===== config.mk =====
export PLATFORM = sky130hd
export DESIGN_NAME = fwd_stall_ctrl
export DESIGN_NICKNAME = d
export VERILOG_FILES = /design/src/rtl/fwd_stall_ctrl.sv
export SDC_FILE = /design/constraint.sdc
export NUM_CORES = 1
export LEC_CHECK = 0
export CORE_MARGIN = 4
export CORE_UTILIZATION = 35
export CTS_CLUSTER_DIAMETER = 50
export DETAILED_ROUTE_END_ITERATION = 16
export DONT_BUFFER_PORTS = 1
export PLACE_DENSITY_LB_ADDON = 0.15
export SLEW_MARGIN = 20
export SYNTH_ARGS = -nofsm -noshare
export SYNTH_HDL_FRONTEND = slang
export SYNTH_SLANG_ARGS = --single-unit

===== constraint.sdc =====
create_clock -name clk -period 6.7 [get_ports clk]
set_clock_uncertainty 0.2 [all_clocks]
set_input_delay 1.675 -clock clk [delete_from_list [all_inputs] [get_ports clk]]
set_output_delay 1.675 -clock clk [all_outputs]
set_load 0.02 [all_outputs]

===== src/rtl/fwd_stall_ctrl.sv =====
// fwd_stall_ctrl
//   Hazard controller for the 5-stage pipeline. Tracks the pending register
//   write of the instructions in E, M and W, steers the four operand bypass
//   muxes (two in front of D, two in front of E) and raises the stall that
//   freezes PC/F-D and injects a bubble into D/E. A saturating stall counter
//   is kept for performance debug.
//
// Ports
//   clk, reset            : clock, asynchronous active-high reset
//   d_valid               : D stage holds a real instruction
//   d_rs, d_rt            : D-stage source registers
//   d_tuse_rs, d_tuse_rt  : cycles until each operand is consumed (3 = unused)
//   d_wreg, d_tnew        : D destination register (0 = none) and result latency
//   d_md, md_busy         : D uses mult/div, mult/div unit busy
//   stall                 : hold PC and F/D, clear D/E
//   d_sel_rs, d_sel_rt    : D bypass select (000 RF, 001 E, 010 M, 011 W, 100 zero)
//   e_sel_rs, e_sel_rt    : E bypass select (000 D/E reg, 010 M, 011 W, 100 zero)
//   stall_cnt             : stall cycles since reset, saturating
module fwd_stall_ctrl #(
  parameter int unsigned WIDTH_CNT = 16
) (
  input  logic                 clk,
  input  logic                 reset,
  input  logic                 d_valid,
  input  logic [4:0]           d_rs,
  input  logic [4:0]           d_rt,
  input  logic [1:0]           d_tuse_rs,
  input  logic [1:0]           d_tuse_rt,
  input  logic [4:0]           d_wreg,
  input  logic [1:0]           d_tnew,
  input  logic                 d_md,
  input  logic                 md_busy,
  output logic                 stall,
  output logic [2:0]           d_sel_rs,
  output logic [2:0]           d_sel_rt,
  output logic [2:0]           e_sel_rs,
  output logic [2:0]           e_sel_rt,
  output logic [WIDTH_CNT-1:0] stall_cnt
);

  localparam logic [2:0] SEL_RF   = 3'b000;
  localparam logic [2:0] SEL_E    = 3'b001;
  localparam logic [2:0] SEL_M    = 3'b010;
  localparam logic [2:0] SEL_W    = 3'b011;
  localparam logic [2:0] SEL_ZERO = 3'b100;

  localparam logic [1:0] TUSE_NONE = 2'd3;

  // Pending-write tags per stage
  logic       v_e, v_m, v_w;
  logic [4:0] reg_e, reg_m, reg_w;
  logic [1:0] tnew_e, tnew_m, tnew_w;
  logic [4:0] e_rs, e_rt;

  logic stall_rs, stall_rt, stall_md;

  function automatic logic [1:0] tnew_dec(input logic [1:0] t);
    return (t == 2'd0) ? 2'd0 : t - 2'd1;
  endfunction

  // D operand: youngest match (E > M > W) decides both the select and
  // whether the producer is too late for this consumer.
  // Returns {stall, select}.
  function automatic logic [3:0] d_resolve(
    input logic [4:0] src,
    input logic [1:0] tuse,
    input logic       dv,
    input logic       ve, input logic [4:0] re, input logic [1:0] te,
    input logic       vm, input logic [4:0] rm, input logic [1:0] tm,
    input logic       vw, input logic [4:0] rw, input logic [1:0] tw
  );
    logic       nz;
    logic       found;
    logic [1:0] t;
    logic [2:0] code;
    logic [2:0] sel;
    logic       stl;
    nz    = (src != 5'd0);
    found = 1'b1;
    t     = 2'd0;
    code  = SEL_RF;
    if (nz && ve && (re == src)) begin
      t    = te;
      code = SEL_E;
    end else if (nz && vm && (rm == src)) begin
      t    = tm;
      code = SEL_M;
    end else if (nz && vw && (rw == src)) begin
      t    = tw;
      code = SEL_W;
    end else begin
      found = 1'b0;
    end

    if (!nz) begin
      sel = SEL_ZERO;
    end else if (found && (t == 2'd0)) begin
      sel = code;
    end else begin
      sel = SEL_RF;
    end

    stl = dv && (tuse != TUSE_NONE) && found && (t > tuse);
    return {stl, sel};
  endfunction

  // E operand: only M and W can still be ahead of it (M > W).
  function automatic logic [2:0] e_resolve(
    input logic [4:0] src,
    input logic       vm, input logic [4:0] rm, input logic [1:0] tm,
    input logic       vw, input logic [4:0] rw, input logic [1:0] tw
  );
    logic [2:0] sel;
    sel = SEL_RF;
    if (src == 5'd0) begin
      sel = SEL_ZERO;
    end else if (vm && (rm == src)) begin
      sel = (tm == 2'd0) ? SEL_M : SEL_RF;
    end else if (vw && (rw == src)) begin
      sel = (tw == 2'd0) ? SEL_W : SEL_RF;
    end
    return sel;
  endfunction

  always_comb begin
    {stall_rs, d_sel_rs} = d_resolve(d_rs, d_tuse_rs, d_valid,
                                     v_e, reg_e, tnew_e,
                                     v_m, reg_m, tnew_m,
                                     v_w, reg_w, tnew_w);
    {stall_rt, d_sel_rt} = d_resolve(d_rt, d_tuse_rt, d_valid,
                                     v_e, reg_e, tnew_e,
                                     v_m, reg_m, tnew_m,
                                     v_w, reg_w, tnew_w);
    e_sel_rs = e_resolve(e_rs, v_m, reg_m, tnew_m, v_w, reg_w, tnew_w);
    e_sel_rt = e_resolve(e_rt, v_m, reg_m, tnew_m, v_w, reg_w, tnew_w);
    stall_md = d_valid && d_md && md_busy;
    stall    = stall_rs || stall_rt || stall_md;
  end

  // Pipeline tags. M and W always drain; E takes either the D entry or a
  // bubble depending on stall.
  always_ff @(posedge clk or posedge reset) begin
    if (reset) begin
      v_e    <= 1'b0;
      reg_e  <= '0;
      tnew_e <= '0;
      e_rs   <= '0;
      e_rt   <= '0;
      v_m    <= 1'b0;
      reg_m  <= '0;
      tnew_m <= '0;
      v_w    <= 1'b0;
      reg_w  <= '0;
      tnew_w <= '0;
    end else begin
      v_w    <= v_m;
      reg_w  <= reg_m;
      tnew_w <= tnew_dec(tnew_m);
      v_m    <= v_e;
      reg_m  <= reg_e;
      tnew_m <= tnew_dec(tnew_e);
      if (stall) begin
        v_e    <= 1'b0;
        reg_e  <= '0;
        tnew_e <= '0;
        e_rs   <= '0;
        e_rt   <= '0;
      end else begin
        v_e    <= d_valid && (d_wreg != 5'd0);
        reg_e  <= d_wreg;
        tnew_e <= d_tnew;
        e_rs   <= d_valid ? d_rs : 5'd0;
        e_rt   <= d_valid ? d_rt : 5'd0;
      end
    end
  end

  always_ff @(posedge clk or posedge reset) begin
    if (reset) begin
      stall_cnt <= '0;
    end else if (stall && (stall_cnt != '1)) begin
      stall_cnt <= stall_cnt + WIDTH_CNT'(1);
    end
  end

endmodule


; Word-level counts from Yosys, hierarchy flattened
; Cells that the tools add are included.
[op_classes]
addsub = 3
n_lt_le_gt_ge = 2
eq_ne = 13
muxes = 39
n_reduce_logical = 40
[ops]
columns = operator, count
row1 = 5-bit == test, 10
row2 = 2-bit two-way mux, 21
row3 = 1-bit logical AND, 28
row4 = 5-bit two-way mux, 5
row5 = 3-bit two-way mux, 6
row6 = "16-bit by 1-bit adder with 16-bit output, second input constant", 1
row7 = "16-bit != test, second input constant", 1
row8 = 5-bit nonzero test, 3
row9 = 2-bit logical NOT, 5
row10 = 5-bit logical NOT, 2
row11 = 1-bit two-way mux, 7
row12 = 2-bit greater-than comparator, 2
row13 = "2-bit != test, second input constant", 2
row14 = "2-bit by 1-bit subtractor with 2-bit output, second input constant", 2
row15 = 1-bit logical OR, 2
[totals]
regBits = 50
in_bits = 26
output_inout_bits = 29

; Logic depth before layout (Yosys ltp)
[depth]
ltp_word = 11
ltp_mapped = 17
mapped_depth_nobuf = 15

; Least setup slack after synthesis
; OpenSTA, ideal clock, no wires.
[synth_path]
path_type = in2out
from = input d_rs[1]
to = output stall
arrival_ps = 4434
slack_ps = 391
cell_stages = 14
path_buffers = 2
path_cell_list = or4_4 > nor2_4 > nor4_1 > nor2b_1 > a22oi_1 > o21ai_0 > inv_1 > ha_1 > a221oi_1 > o311a_1 > nor3_2 > buf_4 > buf_4 > inv_1
[synth_between]
elab_chain_len = 10
[synth_rtl]
columns = element, line_no
row1 = start: declaration, 25  ; input logic [4:0] d_rs,
row2 = 5-bit nonzero test, 78  ; nz = (src != 5'd0);
row3 = 1-bit logical AND (2 in series), 88  ; end else if (nz && vw && (rw == src)) begin
row4 = 2-bit two-way mux or 1-bit two-way mux (tied branches), 88
row5 = 2-bit two-way mux or 1-bit two-way mux (tied branches), 85  ; end else if (nz && vm && (rm == src)) begin
row6 = 2-bit two-way mux or 1-bit two-way mux (tied branches), 82  ; if (nz && ve && (re == src)) begin
row7 = 2-bit greater-than comparator or 1-bit logical AND (tied branches), 103  ; stl = dv && (tuse != TUSE_NONE) && found && (t > tuse);
row8 = 1-bit logical AND (*), 103
row9 = 1-bit logical OR (*) (2 in series), 137  ; stall = stall_rs || stall_rt || stall_md;
row10 = end: declaration, 33  ; output logic stall,
; Every way passes the cells marked *; elsewhere a longest branch is shown, timed or not.

; Final worst setup path
; Same ends and word-level chain as after synthesis.

==> impl_metrics.env <==
export IMPL_crit_type="in2out"
export IMPL_run_status="complete, no violations"
export IMPL_critical_path_required_ns=4.83
export IMPL_cts_root_buf="sky130_fd_sc_hd__clkbuf_8"
export IMPL_die_w_um=96.44
export IMPL_final_antenna_net_count=0
export IMPL_power_leakage_nw=1.328
export IMPL_worst_slew_pin_transition_ns=0.9260
export IMPL_first_iter_violations=120
export IMPL_chipHeight_um=96.44
export IMPL_floorplan_die_area_um2=9301
export IMPL_finalNetCount=301
export IMPL_drv_cap=0
export IMPL_critPathBufInv=3
export IMPL_clock_buffers_created_by_tritoncts=5
export IMPL_yosys_register_bits=50
export IMPL_grt_start_max_net_pins=51
export IMPL_htree_num_levels=2
export IMPL_setup_tns_final_ns=0
export IMPL_cpMaxStageDelayCell="sky130_fd_sc_hd__or4_4"
export IMPL_fillCellCount=740
export IMPL_area_growth_synth_to_final_pct=7.313
export IMPL_cp_end_kind="primary output"
export IMPL_post_synth_top_area_cell="sky130_fd_sc_hd__dfrtp_1"
export IMPL_placedInstanceArea_um2=2854
export IMPL_grt_setup_unrepaired="false"
export IMPL_layout_commonest_cell="sky130_fd_sc_hd__dfrtp_1"
export IMPL_design_portCount=55
export IMPL_postSynthCellCount=264
export IMPL_final_period_minus_worst_setup_slack_ns=6.310
export IMPL_setup_violations=0
export IMPL_critical_path_top_cell_by_count="sky130_fd_sc_hd__inv_1"
export IMPL_most_common_layout_cells="50 x sky130_fd_sc_hd__dfrtp_1, 35 x sky130_fd_sc_hd__xor2_1, 28 x sky130_fd_sc_hd__xnor2_1"
export IMPL_synth_area_per_cell_um2=10.37
export IMPL_vias_in_the_first_global_route=2029
export IMPL_finalPower_mw=0.6497
export IMPL_avgRoutedWirePerCell_um=17.86
export IMPL_post_route_cells_drive_above_1_share_pct=8.178
export IMPL_clock_latency_ns=0.30
export IMPL_max_slew_margin_rel_pct=37.70
export IMPL_cts_resized_gates=0
export IMPL_post_route_period_util_pct=94.18
export IMPL_antenna_violations_before_repair=0
export IMPL_tritoncts_clock_tree="yes"
export IMPL_synth_seq_area_share_pct=45.70
export IMPL_arrival_ns=4.44
export IMPL_worst_setup_path_start_kind="input port"
export IMPL_postSynth_asyncResetShare_pct=100.0
export IMPL_detailedPlacementHpwl_um=5022
export IMPL_max_clock_path_buffers=2
export IMPL_yosysWarningCount=0
export IMPL_drt_first_pass_iters=4
export IMPL_count_of_standard_cell_rows=31
export IMPL_vias_after_detailed_routing=1868
export IMPL_peakVddDrop_mv=0.1749
export IMPL_number_of_hold_repair_buffers_added_at_the_cts_stage=0
export IMPL_grt_overflow_total=0
export IMPL_detail_route_drc_violations=0
export IMPL_clkSinkCount=50
export IMPL_hold_path_class="reg2reg"
export IMPL_antenna_diode_count=0
export IMPL_synth_main_ff_cell="sky130_fd_sc_hd__dfrtp_1"
export IMPL_wire_length_of_the_first_global_routing_pass_um=10760
export IMPL_worst_setup_hold_path_clk_slew_ns=0.09
export IMPL_synth_edff_count=0
export IMPL_start_util_pct=36.95
export IMPL_grt_usage_pct=15.21
export IMPL_vias_per_cell=5.076
export IMPL_yosysTopAreaCellShare_pct=45.70
export IMPL_power_density_cell_area_nw_per_um2=221.2
export IMPL_timing_critical_path_cells="or4_4, nor2_4, nor4_1, nor2b_1, a22oi_1, o21ai_0, inv_1, ha_1, a221oi_1, o311a_1, nor3_2, inv_1, buf_4"
export IMPL_timing_hold_violations_final=0
export IMPL_crit_path_max_incr_delay_ns=0.53
export IMPL_critical_path_top_delay_family="simple AND/OR/NAND/NOR gates"
export IMPL_final_area_um2=2938
export IMPL_synth_distinct_cells=34
export IMPL_cp_max_fo=5
export IMPL_fmaxAchievable_mhz=158.5
export IMPL_final_max_slew_viol_count=0
export IMPL_wirelength_um=6574
export IMPL_floorplan_core_area_um2=7408
export IMPL_synthesized_net_count=295
export IMPL_place_port_buffers=0
export IMPL_cts_setup_buffers=0
export IMPL_globalplace_congestion=0.7836
export IMPL_mappedNetlistArea_um2=2738
export IMPL_synth_area_leaders="sky130_fd_sc_hd__dfrtp_1 46%, sky130_fd_sc_hd__xor2_1 11%, sky130_fd_sc_hd__xnor2_1 9.0%"
registers in the layout (all words and copies together), names as in the netlist:
signal     cells
v_e            1
reg_m          5
tnew_e         2
v_m            1
tnew_m         2
reg_w          5
e_rt           5
tnew_w         2
v_w            1
reg_e          5
stall_cnt     16
e_rs           5
routing by layer:
layer,GRT usage (%),routed length (um),up-vias
met5,0,0,-
met1,20.47,3101,905
li1,-,-,919
met3,3.718,346,4
met4,4.206,52,0
met2,24.43,3074,40
cells in the mapped netlist, drive strengths merged, types with 3 or more instances:
master	count
nor2	14
a21oi	5
buf	3
nor4	11
xor2	35
and3	14
inv	15
and2	8
xnor2	28
nand2	10
mux2	3
dfrtp	50
or4	4
nand4	7
nand3	10
ha	5
nor3	19
o21ai	3
nor2b	4
a221oi	4
where the power goes:
group | switching, mW | internal [mW] | total, mW
logic | 0.0442 | 0.0444 | 0.0886
clock network | 0.0972 | 0.0800 | 0.177
registers | 0.0561 | 0.328 | 0.384
through the flow:
step	utilization (%)	setup slack, ns	instances	hold WS [ns]
4_1_cts	39.64	0.3894	368	0.2362
5_1_grt	39.66	0.05823	368	0.2565
6_report	39.66	0.3897	368	0.2241
2_1_floorplan	-	0.3913	264	0.1732
3_3_place_gp	38.52	0.4138	362	0.2204
3_5_place_dp	38.52	0.4060	362	0.2198
final timing paths:
kind | slack, ns | cells after the start | from | end
min | 0.22 | 0 | reg_e[0] | reg_m[0]
max reg2reg | 2.56 | 13 | reg_m[3] | stall_cnt[12]
min reg2reg | 0.22 | 0 | reg_e[0] | reg_m[0]
min in group asynchronous | 1.21 | 1 | reset | stall_cnt[0]
max | 0.39 | 13 | d_rs[1] | stall
max in group asynchronous | 4.56 | 1 | reset | reg_m[2]
logic make-up (layout without fill, tap and decap cells):
logic type	Yosys count	in the layout	share of synthesized area, %
AND/OR/NAND/NOR	107	107	22.67
XOR/XNOR	63	63	20.16
multiplexers	3	3	1.234
adder cells (fa/ha/maj)	5	5	2.285
buffers and inverters	19	24	3.153
flip-flops	50	50	45.70
AO/OA/AOI/OAI	17	17	4.798
final cells by class:
| cell class | count | area (um2) | share of cell area [%] |
|---|---|---|---|
| Inverter | 15 | 57.56 | 1.959 |
| Clock buffer | 6 | 82.58 | 2.811 |
| Tap cell | 99 | 123.9 | 4.216 |
| Multi-Input combinational cell | 195 | 1400 | 47.66 |
| Sequential cell | 50 | 1251 | 42.59 |
| Timing Repair Buffer | 3 | 22.52 | 0.7666 |
No activity file was read; power rests on OpenSTA's default activity.
